### config.mk
export PLATFORM = sky130hd
export DESIGN_NAME = max_argmax_tree
export DESIGN_NICKNAME = d
export VERILOG_FILES = /design/src/rtl/max_argmax_tree.sv
export SDC_FILE = /design/constraint.sdc
export NUM_CORES = 2
export LEC_CHECK = 0
export CELL_PAD_IN_SITES_DETAIL_PLACEMENT = 1
export CELL_PAD_IN_SITES_GLOBAL_PLACEMENT = 2
export CORE_MARGIN = 2
export CORE_UTILIZATION = 34
export CTS_CLUSTER_SIZE = 28
export DETAILED_ROUTE_END_ITERATION = 8
export PLACE_DENSITY = 0.88
export SYNTH_ARGS = -nofsm -noshare
export SYNTH_HDL_FRONTEND = slang
export SYNTH_SLANG_ARGS = --single-unit
### constraint.sdc
create_clock -name clk -period 2.8 [get_ports clk]
set_input_delay 0.56 -clock clk [delete_from_list [all_inputs] [get_ports clk]]
set_output_delay 0.56 -clock clk [all_outputs]
set_load 0.01 [all_outputs]
### src/rtl/max_argmax_tree.sv
// max_argmax_tree: pipelined max/min reduction over N lanes returning the winning value and its lane index.
// Output backpressure freezes every stage at once.
module max_argmax_tree #(
    parameter int DATA_W = 32,
    parameter int N = 10,
    parameter bit SIGNED = 1'b0,
    localparam int L = $clog2(N),
    localparam int IDX_W = (L > 0) ? L : 1
) (
    input  logic                clk,
    input  logic                rst,
    input  logic                in_valid,
    output logic                in_ready,
    input  logic                mode_min,
    input  logic [N*DATA_W-1:0] d_in,
    output logic                out_valid,
    input  logic                out_ready,
    output logic [DATA_W-1:0]   d_out,
    output logic [IDX_W-1:0]    idx_out
);
    localparam int MW = (L > 0) ? L : 1;

    function automatic int cnt(input int k);
        return (N + (1 << k) - 1) >> k;
    endfunction

    logic          stall;
    logic [L:0]    vld;
    logic [MW-1:0] mode_q;

    assign stall     = vld[L] & ~out_ready;
    assign in_ready  = ~stall;
    assign out_valid = vld[L];

    // mode_q[k] is the frame mode steering the compares that produce level k+1
    always_ff @(posedge clk or negedge rst) begin
        if (!rst) begin
            vld    <= '0;
            mode_q <= '0;
        end else if (!stall) begin
            vld[0] <= in_valid;
            for (int i = 1; i <= L; i++) vld[i] <= vld[i-1];
            if (in_valid) mode_q[0] <= mode_min;
            for (int i = 1; i < MW; i++) mode_q[i] <= mode_q[i-1];
        end
    end

    for (genvar k = 0; k <= L; k++) begin : lvl
        localparam int C = cnt(k);
        logic [DATA_W-1:0] v  [C];
        logic [IDX_W-1:0]  ix [C];
        if (k == 0) begin : g_in
            for (genvar j = 0; j < C; j++) begin : g_ix
                assign ix[j] = IDX_W'(j);
            end
            always_ff @(posedge clk or negedge rst) begin
                if (!rst)
                    v <= '{default: '0};
                else if (!stall && in_valid)
                    for (int i = 0; i < C; i++) v[i] <= d_in[i*DATA_W +: DATA_W];
            end
        end else begin : g_lvl
            localparam int P = cnt(k - 1);
            logic [DATA_W-1:0] nv [C];
            logic [IDX_W-1:0]  ni [C];
            for (genvar j = 0; j < C; j++) begin : g_node
                if (2 * j + 1 < P) begin : g_cmp
                    logic [DATA_W-1:0] a;
                    logic [DATA_W-1:0] b;
                    logic              gt;
                    logic              lt;
                    logic              take_b;
                    assign a = lvl[k-1].v[2*j];
                    assign b = lvl[k-1].v[2*j+1];
                    assign gt = SIGNED ? ($signed(b) > $signed(a)) : (b > a);
                    assign lt = SIGNED ? ($signed(b) < $signed(a)) : (b < a);
                    // strict compare: ties keep the left (lower-index) entry
                    assign take_b = mode_q[k-1] ? lt : gt;
                    assign nv[j] = take_b ? b : a;
                    assign ni[j] = take_b ? lvl[k-1].ix[2*j+1] : lvl[k-1].ix[2*j];
                end else begin : g_pass
                    assign nv[j] = lvl[k-1].v[2*j];
                    assign ni[j] = lvl[k-1].ix[2*j];
                end
            end
            always_ff @(posedge clk or negedge rst) begin
                if (!rst) begin
                    v  <= '{default: '0};
                    ix <= '{default: '0};
                end else if (!stall) begin
                    v  <= nv;
                    ix <= ni;
                end
            end
        end
    end

    assign d_out   = lvl[L].v[0];
    assign idx_out = lvl[L].ix[0];
endmodule

**Word-level counts from Yosys, hierarchy flattened**

Cells that the tools add are included.

- Register bits: 725
- Output and inout bits: 38
- Logic and storage cells: 86

- Bitwise operators: 3
- Reductions and logical operators: 3
- Muxes and demuxes: 27
- $lt $le $gt $ge: 18

Operator list:

| operator | count |
|---|---|
| greater-than comparator 32 bit | 9 |
| < comparator 32 bit | 9 |
| 2-to-1 mux 32 bit | 9 |
| 2-to-1 mux 4 bit | 4 |
| 2-to-1 mux 1 bit | 14 |
| NOT 1 bit | 2 |
| AND reduction 2 bit | 1 |
| AND 1 bit | 1 |
| logical AND 1 bit | 1 |
| logical NOT 1 bit | 1 |

**Longest topological paths before layout**

- Word-level depth: 4
- Mapped depth: 12

**Worst setup path before layout**

OpenSTA, ideal clock, no wires.

- Kind: register to register
- Start point: register lvl[3].v (netlist bit lvl[4].g_lvl.g_node[0].g_cmp.a[14])
- End point: register lvl[4].v (netlist bit d_out[15])
- Setup time: 0.142 ns
- Setup slack: 0.207 ns
- Arrival time: 2.451 ns
- Buffers on the path: 3
- Cell stages (with the launch flop): 13
- Cells stage by stage: dfrtp_1 -> inv_1 -> ha_1 -> a21oi_1 -> nand2_1 -> a221o_1 -> o31a_2 -> or2_1 -> clkbuf_2 -> buf_6 -> buf_6 -> a221oi_2 -> a211oi_1

- Longest elaborated chain between the ends: 3
- Elaborated cells between the ends (all ways): 4
- Those cells by class: order compare (2); mux (2)

Ends and longest elaborated chain:

| element | RTL line | source |
|---|---|---|
| from (decl) | 50 | `logic [DATA_W-1:0] v [C];` |
| from (signal assigned) | 91 | `v <= nv;` |
| greater-than comparator 32 bit / < comparator 32 bit (equally long branches) | 75, 76 |  |
| 2-to-1 mux 1 bit * | 78 | `assign take_b = mode_q[k-1] ? lt : gt;` |
| 2-to-1 mux 32 bit * | 79 | `assign nv[j] = take_b ? b : a;` |
| to (signal assigned) | 91 |  |
| to (decl) | 50 |  |

Every way passes the cells marked *; elsewhere a longest branch is shown, timed or not.
A chain may end at the register's enable or synchronous reset.

**Worst setup path after layout**

- Start point: register lvl[1].v (netlist bit lvl[2].g_lvl.g_node[0].g_cmp.a[9])
- End point: register lvl[2].v (netlist bit lvl[3].g_lvl.g_node[0].g_cmp.a[9])

- Longest elaborated chain between the ends: 3
- Elaborated cells between the ends (all ways): 4
- Those cells by class: order compare (2); mux (2)

Ends and longest elaborated chain:

| element | RTL line |
|---|---|
| from (decl) | 50 |
| from (signal assigned) | 91 |
| greater-than comparator 32 bit / < comparator 32 bit (equally long branches) | 75, 76 |
| 2-to-1 mux 1 bit | 78 |
| 2-to-1 mux 32 bit * | 79 |
| to (signal assigned) | 91 |
| to (decl) | 50 |

Marks and branches as above.

==> results.py <==
metrics = {
    "floorplanning": {
        "die-area_um2": 111000,
        "start_util_pct": 34.4,
        "core_um2": 108000,
        "fp.dieW_um": 334,
        "die_h_um": 334,
        "rows": 120,
        "io_pins": 363,
    },
    "drt": {
        "first_pass_iters": 5,
        "drcViolationCount": 0,
        "detail_route.wl_per_cell_um": 26.1,
        "drt.antenna.violating_nets": 0,
        "drt_iter0_drc": 2808,
        "num_vias": 33400,
        "vias_per_cell": 5.76,
        "drt-total-wl_um": 152000,
    },
    "clocking": {
        "cts_buffer_depth": 3,
        "clk_latency_ns": 0.67,
        "cts_buffers": 83,
        "cts_root_buffer": "clkbuf_16",
        "cts_tree": "built",
        "htreeDepth": 3,
        "clk_pin_slew_worst_paths_ns": 0.07,
        "cts.sinks": 703,
    },
    "critical_path": {
        "arrival_ns": 3.66,
        "worst_setup_path_start_kind": "flip-flop",
        "crit_path_max_incr_delay_ns": 0.48,
        "crit_fanout": 13,
        "critPathCaptureType": "flip-flop",
        "crit_slowest_cell": "o21ai_0",
        "worstSetupPathType": "reg -> reg",
        "cp.required_ns": 3.28,
        "worstPathCellList": "inv_1 > ha_4 > nand4_1 > nor4_2 > a21boi_2 > o31a_1 > nor3_4 > buf_12 > buf_4 > o21ai_0 > a22oi_2",
    },
    "global_route": {
        "track_usage_pct": 24.5,
        "antenna_found_initial": 6,
        "grt_pass1_wl_um": 212000,
        "grt_pass1_vias": 34400,
        "grt_overflow": 0,
        "grt_start_max_net_pins": 119,
    },
    "pwr": {
        "p_leak_uw": 0.0220,
        "p_per_area_nw_per_um2": 1360,
        "ir_worst_vdd_uv": 623,
    },
    "sta": {
        "tightest_slew_ns": 0.829,
        "drv_slew": 0,
        "hold_viol_final": 0,
        "fin_skew_ns": 0.0335,
        "tns_ns": -6.64,
        "post-route-period-util_pct": 113,
        "setup_viol": 81,
        "slew_headroom_pct": 44.8,
        "rsz0062_at_grt": "yes",
        "timing.final.ws_setup_ns": -0.372,
        "period_needed_ns": 3.17,
        "max_freq_mhz": 315,
    },
    "final_layout": {
        "drive_gt1_share_pct": 26.2,
        "layout.cells.non_filler": 5796,
        "fin_nets": 4944,
        "area.growth.synth_to_final_pct": 35.7,
        "post-route-util_pct": 46.7,
    },
    "synthesis": {
        "avgSynthCellArea_um2": 9.98,
        "synthArstFlopShare_pct": 100,
        "syn_nets": 4319,
        "synthesis.area_um2": 37000,
        "synth-main-ff-cell": "dfrtp_1",
        "ys_seq_area_share_pct": 47.6,
        "synthDistinctLibCells": 48,
        "ys_ff_latch": 703,
        "synth_edf_count": 0,
        "synthCells": 3706,
        "yosysWarnings": 0,
    },
    "placement": {
        "dp_hpwl_um": 103000,
        "dp_cells": 5578,
        "portBuffers": 362,
        "gp_congestion": 0.936,
    },
    "job": {
        "cap_violations": 0,
    },
    "outcome": {
        "status": "finished with violations",
        "violations": "negative setup slack",
    },
    "worst_hold_path": {
        "hold_class": "in -> async",
    },
}
[stage by stage]
step                      hold slack [ns]  instance area (µm²)  setup WS (ns)  total power [µW]
final                               0.377                50200         -0.372             68100
after global routing                0.402                50200         -0.401             71600
after CTS                           0.385                47700        0.00546             60800
after detailed placement            0.441                44700         -0.730             48600
after global placement              0.441                44700         -0.574             47200
after floorplan                     0.264                37000          0.207             34400
[what timing repair did]
| item | CTS | global route |
|---|---|---|
| pin swaps | 10 | 106 |
| hold endpoints to repair | 13 | 0 |
| buffers inserted | 6 | 50 |
| resized for setup | 37 | 345 |
| cloned | 2 | 17 |
| setup endpoints to repair | 131 | 276 |
| hold buffers | 1 | 0 |
[worst max-delay path: cells and delay by family (launching register included)]
| family | cells | cell delay [ns] |
|---|---|---|
| AOI/OAI and AO/OA | 4 | 1.18 |
| and+or+nand+nor | 3 | 0.69 |
| buffers and inverters | 3 | 0.43 |
| DFF | 1 | 0.40 |
| adders and majority gates | 1 | 0.29 |
[where the power goes]
part	switching (µW)	total, µW	internal [µW]
sequential	4330	18900	14500
combinational	21700	38100	16400
clock	4630	11100	6510
[cells in the mapped netlist, types with 2 or more instances]
| master | instances | share of area, % |
|---|---|---|
| a21o_1 | 4 | 0.081 |
| a21oi_1 | 249 | 3.4 |
| nand2_1 | 304 | 3.1 |
| a31oi_1 | 273 | 4.6 |
| o31a_1 | 7 | 0.17 |
| ha_1 | 288 | 9.7 |
| and3_1 | 6 | 0.10 |
| buf_1 | 22 | 0.22 |
| a221oi_2 | 10 | 0.41 |
| a21boi_0 | 8 | 0.16 |
| a221oi_1 | 25 | 0.59 |
| and4_1 | 8 | 0.19 |
| a221o_1 | 8 | 0.22 |
| nand4_1 | 57 | 0.96 |
| a22oi_1 | 127 | 2.6 |
| and2_1 | 40 | 0.68 |
| buf_2 | 11 | 0.15 |
| clkbuf_1 | 206 | 2.1 |
| o21a_1 | 21 | 0.43 |
| or3_1 | 2 | 0.034 |
| nor4_1 | 18 | 0.30 |
| a21boi_1 | 7 | 0.14 |
| nor2_1 | 184 | 1.9 |
| o21ai_1 | 30 | 0.41 |
| mux2i_1 | 2 | 0.054 |
| a2bb2oi_1 | 6 | 0.14 |
| o211ai_1 | 12 | 0.24 |
| mux2_2 | 321 | 9.8 |
| nor3_1 | 18 | 0.24 |
| nand3_1 | 22 | 0.30 |
| inv_1 | 297 | 3.0 |
| buf_6 | 2 | 0.061 |
| nand2b_1 | 3 | 0.051 |
| a211oi_1 | 43 | 0.87 |
| nor2b_1 | 10 | 0.17 |
| nor3_2 | 2 | 0.054 |
| dfrtp_1 | 703 | 48 |
| o31ai_1 | 6 | 0.12 |
| o21ai_0 | 335 | 4.5 |
[cell families after synthesis]
group           count (synthesis)  share of synthesized area [%]
flops                         703                           47.6
fa+ha+maj                     288                           9.75
buf+inv                       541                           5.58
compound gates               1176                           19.2
simple gates                  675                           8.06
mux                           323                           9.83
[layer usage]
layer / global-route usage, % / routed length, µm
met1: 31.9 / 61300
met2: 41.1 / 72200
met3: 4.46 / 11200
met4: 7.77 / 6800
met5: 0 / 22
[worst paths after layout]
path / start / to / slack (ns) / depth (start not counted)
min in group clk: lvl[1].v[25]$_DFFE_PN0N_ / lvl[2].v[25]$_DFFE_PN0N_ / 0.45 / 2
max in group asynchronous: rst / lvl[1].v[10]$_DFFE_PN0N_ / 1.35 / 4
max reg2reg: lvl[2].g_lvl.g_node[0].g_cmp.a[9]$_DFFE_PN0N_ / lvl[3].g_lvl.g_node[0].g_cmp.a[9]$_DFFE_PN0N_ / -0.37 / 11
min: rst / lvl[2].g_lvl.g_node[0].g_cmp.a[26]$_DFFE_PN0N_ / 0.38 / 2
min reg2reg: lvl[1].v[25]$_DFFE_PN0N_ / lvl[2].v[25]$_DFFE_PN0N_ / 0.45 / 2
max: lvl[2].g_lvl.g_node[0].g_cmp.a[9]$_DFFE_PN0N_ / lvl[3].g_lvl.g_node[0].g_cmp.a[9]$_DFFE_PN0N_ / -0.37 / 11
[layout make-up]
type / instances / area, µm²
clock buffer: 121 / 2440
inverter: 298 / 1130
clock inverter: 24 / 297
timing repair buffer: 782 / 7730
fill: 11700 / 57300
sequential: 703 / 17600
multi-input combinational: 2463 / 19200
antenna: 2 / 5.00
tap: 1403 / 1760
[registers in the layout (all words and copies together) (netlist names)]
name,flops
d_out,32
idx_out,4
lvl.g_lvl.g_node.g_cmp.a,288
vld,5
lvl.ix,18
lvl.g_lvl.g_node.g_cmp.b,288
lvl.v,64
mode_q,4
[placed cells by master, fill, tap and decap left out, types with 9 or more instances in the layout]
master / n
nand4_1: 57
nor3_1: 16
a21oi_1: 224
a31oi_2: 30
buf_6: 9
nor2_1: 184
a31oi_1: 209
clkdlybuf4s50_1: 361
ha_1: 267
mux2_2: 321
o21ai_1: 60
buf_4: 341
o21ai_2: 18
a211oi_1: 35
and2_1: 38
a21oi_2: 25
inv_1: 285
nor4_2: 10
buf_12: 50
a22oi_1: 82
clkbuf_1: 17
nand3_1: 22
ha_4: 21
nand2_1: 300
clkbuf_8: 20
a221oi_2: 27
a22oi_2: 45
clkbuf_16: 97
o21ai_0: 283
inv_2: 12
clkinv_2: 9
nor2b_1: 9
dfrtp_1: 696
a31oi_4: 34
o21a_1: 19
o211ai_1: 12
Note: power is estimated with default switching activity, not from simulation.
